File: src/rtl/change_pkg.sv
// Shared definitions for the dispense_change coin-change calculator.
//   QUARTER_C / DIME_C / NICKEL_C : coin values in cents
//   COUNT_W_C                     : width of each coin count
//   MAX_CHANGE                    : largest amount whose quarter count fits COUNT_W_C
//   CHG_IN_W                      : bits needed to hold any in-range amount
//   coin_counts_t                 : the four coin counts as one record
package change_pkg;

    localparam int QUARTER_C  = 25;
    localparam int DIME_C     = 10;
    localparam int NICKEL_C   = 5;
    localparam int COUNT_W_C  = 9;
    localparam int MAX_CHANGE = 12799;
    localparam int CHG_IN_W   = $clog2(MAX_CHANGE + 1);

    typedef struct packed {
        logic [COUNT_W_C-1:0] quarters;
        logic [COUNT_W_C-1:0] dimes;
        logic [COUNT_W_C-1:0] nickels;
        logic [COUNT_W_C-1:0] pennies;
    } coin_counts_t;

endpackage

File: src/rtl/dispense_change_divmod.sv
// Combinational divide/modulo by a constant divisor.
//   x : dividend (IN_W bits)
//   q : quotient, truncated to Q_W bits
//   r : remainder, truncated to R_W bits
// Callers size Q_W/R_W to the largest value their dividend range can yield.
module coin_divmod #(
    parameter int IN_W    = 14,
    parameter int DIVISOR = 25,
    parameter int Q_W     = 9,
    parameter int R_W     = 5
) (
    input  logic [IN_W-1:0] x,
    output logic [Q_W-1:0]  q,
    output logic [R_W-1:0]  r
);
    localparam logic [IN_W-1:0] DIV_L = IN_W'(DIVISOR);

    // Constant-divisor quotient and remainder.
    always_comb begin
        q = Q_W'(x / DIV_L);
        r = R_W'(x % DIV_L);
    end
endmodule

File: src/rtl/dispense_change.sv
// Registered greedy coin-change calculator.
//   change   : amount in cents (unsigned)
//   quarters/dimes/nickels/pennies : minimum-coin breakdown, one cycle later
//   overflow : amount exceeded MAX_CHANGE; all counts saturate to all-ones
//   clk, rst_n : clock, synchronous active-low reset
// Port order is fixed for positional instantiation.
module dispense_change
    import change_pkg::*;
#(
    parameter int CHANGE_W = 32,
    parameter int COUNT_W  = 9
) (
    input  logic [CHANGE_W-1:0] change,
    output logic [COUNT_W-1:0]  quarters,
    output logic [COUNT_W-1:0]  dimes,
    output logic [COUNT_W-1:0]  nickels,
    output logic [COUNT_W-1:0]  pennies,
    output logic                overflow,
    input  logic                clk,
    input  logic                rst_n
);
    logic                 w_in_range;
    logic [COUNT_W_C-1:0] w_q;
    logic [4:0]           w_r1;
    logic [1:0]           w_d;
    logic [3:0]           w_r2;
    logic                 w_n;
    logic [2:0]           w_p;
    coin_counts_t         w_next;
    coin_counts_t         r_counts;
    logic                 r_overflow;

    assign w_in_range = (change <= CHANGE_W'(MAX_CHANGE));

    // Only the low CHG_IN_W bits matter when in range; out of range the
    // divider results are discarded by the saturation mux.
    coin_divmod #(.IN_W(CHG_IN_W), .DIVISOR(QUARTER_C), .Q_W(COUNT_W_C), .R_W(5)) u_div25 (
        .x (change[CHG_IN_W-1:0]),
        .q (w_q),
        .r (w_r1)
    );

    coin_divmod #(.IN_W(5), .DIVISOR(DIME_C), .Q_W(2), .R_W(4)) u_div10 (
        .x (w_r1),
        .q (w_d),
        .r (w_r2)
    );

    coin_divmod #(.IN_W(4), .DIVISOR(NICKEL_C), .Q_W(1), .R_W(3)) u_div5 (
        .x (w_r2),
        .q (w_n),
        .r (w_p)
    );

    // Select greedy counts in range, all-ones saturation otherwise.
    always_comb begin
        w_next = '0;
        if (w_in_range) begin
            w_next.quarters = w_q;
            w_next.dimes    = COUNT_W_C'(w_d);
            w_next.nickels  = COUNT_W_C'(w_n);
            w_next.pennies  = COUNT_W_C'(w_p);
        end else begin
            w_next.quarters = '1;
            w_next.dimes    = '1;
            w_next.nickels  = '1;
            w_next.pennies  = '1;
        end
    end

    // Output registers with synchronous active-low reset.
    always_ff @(posedge clk) begin
        if (!rst_n) begin
            r_counts   <= '0;
            r_overflow <= 1'b0;
        end else begin
            r_counts   <= w_next;
            r_overflow <= ~w_in_range;
        end
    end

    assign quarters = COUNT_W'(r_counts.quarters);
    assign dimes    = COUNT_W'(r_counts.dimes);
    assign nickels  = COUNT_W'(r_counts.nickels);
    assign pennies  = COUNT_W'(r_counts.pennies);
    assign overflow = r_overflow;
endmodule

File: config.mk
export PLATFORM = sky130hd
export DESIGN_NAME = dispense_change
export DESIGN_NICKNAME = d
export VERILOG_FILES = /design/src/rtl/change_pkg.sv /design/src/rtl/dispense_change_divmod.sv /design/src/rtl/dispense_change.sv
export SDC_FILE = /design/constraint.sdc
export NUM_CORES = 1
export LEC_CHECK = 0
export CORE_MARGIN = 2
export CORE_UTILIZATION = 60
export DETAILED_ROUTE_END_ITERATION = 6
export DONT_BUFFER_PORTS = 1
export HOLD_SLACK_MARGIN = 0.02
export PLACE_DENSITY_LB_ADDON = 0.15
export SYNTH_ARGS = -nofsm -noshare
export SYNTH_HDL_FRONTEND = slang
export SYNTH_SLANG_ARGS = --single-unit
File: constraint.sdc
create_clock -name clk -period 11.22 [get_ports clk]
set_input_delay 0.561 -clock clk [delete_from_list [all_inputs] [get_ports clk]]
set_output_delay 0.561 -clock clk [all_outputs]
set_load 0.01 [all_outputs]
==> results.tsv, run 1 <==
metric	value	unit
synth_top_area_frac	0.0848	
maxCapViolations	0	
async_flop_share	0	
path_common_cell	inv_1	
antenna_found_initial	0	
maxSlewViolCount	0	
synth_commonest_cells	37 x a21oi_1, 30 x buf_4, 29 x nor2_1	
cts_max_level	1	
drt-total-wl	10.5	mm
clkTransAtPathRegs	70	ps
drive_gt1_frac	0.218	
start_util	0.631	
clock-sinks	16	
grt_pass1_wl	16.3	mm
end_kind	register	
cts.root.buffer_cell	clkbuf_8	
port_buffers	0	
met1_length	4.37	mm
syn_to_final_growth	5.07	%
ys_dominant_reg_cell	dfxtp_1	
synth_cells	499	
synth.distinct_cells	103	
design_area	0.00397	mm²
synth_fp_nets	545	
nFillCells	509	
rows	28	
grt_pass1_vias	3563	
final_net_count	530	
critPathMaxFanout	13	
antenna_cells	0	
ys_seq_area_frac	0.0848	
route.met3.wl	742	µm
hold_buffers	0	
maxUsedRoutingLayer	met4	
relSlewSlack	0.243	
wl_met2	5.07	mm
synth_edf_count	0	
vias_per_cell	7.22	
synth_area_leaders	dfxtp_1 8.5%, buf_4 6.0%, a21oi_1 4.9%, ha_1 4.0%, nor2_1 2.9%	
path_class	input pin to register	
hold_slack	418	ps
period_share	0.962	
drc	0	
drtIter0Drc	333	
die_area	0.00695	mm²
hold_path_depth	1	
cts_tree	built	
critical-path-max-stage-delay	530	ps
die_y	83.3	µm
hold_end	dimes[0]$_SDFF_PN0_	
yosysMostFrequentCell	a21oi_1	
synth_seq_cells	16	
ant_nets	0	
cp.buffers_inverters	5	
overflow	0	
hold_viol	0	
dp_slack	-330	ps
required	11370	ps
gp_congestion	0.966	
min_from	rst_n	
num_vias	4023	
path_delay_family	compound AO/OA/AOI/OAI gates	
worstMarginPinSlew	1140	ps
cts_buffer_depth	2	
cts_buffers	3	
firstDrtPassIters	7	
grt_max_degree	24	
setup_violations	0	
cp-start-kind	input pin	
syn_area	0.00378	mm²
avgSynthCellArea	7.57	µm²
cp_slowest_cell	or4_1	
min_period	10800	ps
yosys.area.top_type	dfxtp_1	
postLayoutCoreUtil	0.662	
status	completed	
cp.arrival	10950	ps
yosysWarnings	0	
layout_setup_ws	424	ps
hold_path.class	input pin to register	
place_area	0.00369	mm²
coreArea	0.00599	mm²
avgRoutedWirePerCell	18.8	µm
max_freq	92.6	MHz
ios	71	
dp_hpwl	7.56	mm
fp.dieW	83.3	µm
grt.total_usage	0.272	
[stage by stage]
step,cells,TNS (ps)
final,557,0
after global routing,557,-354
after global placement,542,0
after CTS,545,0
after detailed placement,542,-840
after floorplan,499,0
[what timing repair did]
action,CTS,global route
pin swaps,0,8
gates resized for setup,1,26
setup buffers,0,12
endpoints found under the hold margin,0,0
gates cloned,0,0
endpoints found under the setup margin,2,4
[per-layer routing]
layer,up-vias,track usage
met5,-,0
met4,0,0.103
met3,27,0.0388
met2,203,0.466
met1,1891,0.344
li1,1902,-
[state kept, by name (all words and copies together) (netlist names)]
signal,flops
quarters,9
dimes,3
pennies,3
nickels,1
[worst max-delay path by stage]
stage,slack (ps),end,from,depth (start not counted)
detailed placement,-330,pennies[1]$_SDFF_PN0_,change[10],49
finish,420,pennies[1]$_SDFF_PN0_,change[10],48
global route,-180,pennies[1]$_SDFF_PN0_,change[10],49
global placement,5,pennies[1]$_SDFF_PN0_,change[10],49
floorplan,170,pennies[1]$_SDFF_PN0_,change[11],56
CTS,40,pennies[1]$_SDFF_PN0_,change[10],48
[cell type report]
cell class,instances,area (µm²),area share
Clock buffer,3,41.3,0.0104
Sequential cell,16,322,0.0810
Timing Repair Buffer,33,248,0.0624
Tap cell,75,93.8,0.0236
Multi-Input combinational cell,402,3160,0.796
Inverter,28,105,0.0265
[layout by cell type, fill, tap and decap left out, drive strengths merged, types with 10 or more instances in the layout]
master	count
a21oi	37
buf	33
nor2	29
nand2	28
inv	26
o21ai	20
nor3	19
dfxtp	16
nand3	15
o211ai	14
nor4	12
ha	12
a31oi	12
a211oi	11
o2111ai	11
xnor2	11
mux2i	10
[kinds of logic (layout without fill, tap and decap cells)]
group,after synthesis,in the layout,synth area share
fa+ha+maj,17,17,0.0530
flops,16,16,0.0848
xor+xnor,15,15,0.0388
buf+inv,81,64,0.120
mux,14,14,0.0447
compound gates,204,204,0.438
simple gates,152,152,0.221
Power of run 1 is not shown: default switching activity piles up to over one toggle a cycle in this logic, so the estimate is an artifact.
==> inputs of run 2 (changes only) <==
--- a/config.mk
+++ b/config.mk
@@ -9,6 +9,7 @@
 export CORE_UTILIZATION = 60
 export DETAILED_ROUTE_END_ITERATION = 6
 export DONT_BUFFER_PORTS = 1
+export GPL_TIMING_DRIVEN = 0
 export HOLD_SLACK_MARGIN = 0.02
 export PLACE_DENSITY_LB_ADDON = 0.15
 export SYNTH_ARGS = -nofsm -noshare
==> constraint.sdc (replaced) <==
create_clock -name clk -period 11.22 [get_ports clk]
set_input_delay 0.561 -clock clk [delete_from_list [all_inputs] [get_ports clk]]
set_output_delay 0.561 -clock clk [all_outputs]
set_load 0.02 [all_outputs]
==> results.tsv, run 2 (same netlist as run 1, synthesis figures left out) <==
metric	value	unit	change
firstDrtPassIters	5		-2
die_area	0.00695	mm²	unchanged
path_delay_family	compound AO/OA/AOI/OAI gates		
antenna_cells	0		unchanged
ant_nets	0		unchanged
dp_hpwl	7.79	mm	+3.1%
cts_tree	built		
grt_pass1_vias	3861		+8.4%
fp.dieW	83.3	µm	unchanged
crit_cells	55		+15%
cp_slowest_cell	or4_1		
required	11370	ps	about the same
status	completed		
cts.root.buffer_cell	clkbuf_8		
antenna_found_initial	0		unchanged
cts_max_level	1		unchanged
hold_path.class	input pin to register		
num_vias	4301		+6.9%
min_period	10790	ps	-6.05 ps
drive_gt1_frac	0.327		+0.109
largest_reg_flops	9		unchanged
hold_viol	0		unchanged
coreArea	0.00599	mm²	unchanged
grt.total_usage	0.302		+0.0306
maxSlewViolCount	0		unchanged
final_cell_mix	66 x buf_4, 33 x a21oi_1, 26 x nor2_1		
clock-sinks	16		unchanged
postLayoutCoreUtil	0.763		+0.101
hold_buffers	0		unchanged
start_util	0.631		unchanged
gp_congestion	0.956		-1.0%
max_freq	92.7	MHz	about the same
setup_violations	0		unchanged
critical-path-max-stage-delay	510	ps	-20 ps
drc	0		unchanged
cts_buffers	3		unchanged
grt_max_degree	23		-4.2%
avgRoutedWirePerCell	18.9	µm	+0.37%
cts_buffer_depth	2		unchanged
grt_pass1_wl	18.0	mm	+11%
relSlewSlack	0.460		+0.217
drt-total-wl	11.6	mm	+11%
overflow	0		unchanged
port_buffers	0		unchanged
period_share	0.962		about the same
mostFrequentLayoutCell	buf_4		
nFillCells	440		-14%
final_net_count	586		+11%
drtIter0Drc	266		-20%
cp-start-kind	input pin		
die_y	83.3	µm	unchanged
clkTransAtPathRegs	80	ps	about the same
cp.arrival	10940	ps	about the same
end_kind	register		
vias_per_cell	7.00		-3.0%
maxCapViolations	0		unchanged
path_class	input pin to register		
syn_to_final_growth	21.1	%	
ios	71		unchanged
hold_path_depth	1		unchanged
worstMarginPinSlew	809	ps	-329 ps
rows	28		unchanged
cp.buffers_inverters	11		+6
critPathMaxFanout	10		-3
-- run 2: changes by cell type in the layout (fill, tap and decap cells not counted), moves of 3 or more --
cell and delta:
buf_4 +33, clkbuf_1 +9, buf_2 +5, buf_6 +5
a21oi_1 -3, a31oi_1 -3, o21ai_1 -3
-- run 2: layout make-up --
type	instances	area [µm²]	share of cell area
Timing Repair Buffer	37	278	0.0607
Clock buffer	4	55.1	0.0120
Multi-Input combinational cell	402	3370	0.737
Buffer	52	353	0.0772
Sequential cell	16	320	0.0700
Inverter	28	105	0.0230
Tap cell	75	93.8	0.0205
-- run 2: per-layer routing --
layer | track usage | part of all wire
met5 | 0 | 0
met1 | 0.374 | 0.41
met2 | 0.533 | 0.49
met4 | 0.0939 | 0.021
met3 | 0.0507 | 0.084
-- run 2: stage by stage --
stage	setup TNS, ps	hold slack [ps]	std cells	setup WS (ps)	instance area, µm²
floorplan	0	679	499	174	3780
global placement	-4160	689	574	-1190	3870
detailed placement	-5790	686	574	-1600	3870
CTS	0	423	594	9.98	4240
global route	-103	426	614	-77.1	4570
finish	0	423	614	430	4570
-- run 2: what timing repair did --
item / in CTS / in global routing
hold endpoints to repair: 0 / 0
pin swaps: 16 / 23
setup endpoints to repair: 4 / 4
gates resized for setup: 33 / 36
setup buffers: 16 / 21
-- run 2: worst paths after layout --
check	slack (ps)	startpoint	to
setup / recovery	430	change[12]	pennies[1]$_SDFF_PN0_
hold / removal	420	rst_n	dimes[0]$_SDFF_PN0_
Power of run 2 is left out for the same reason.
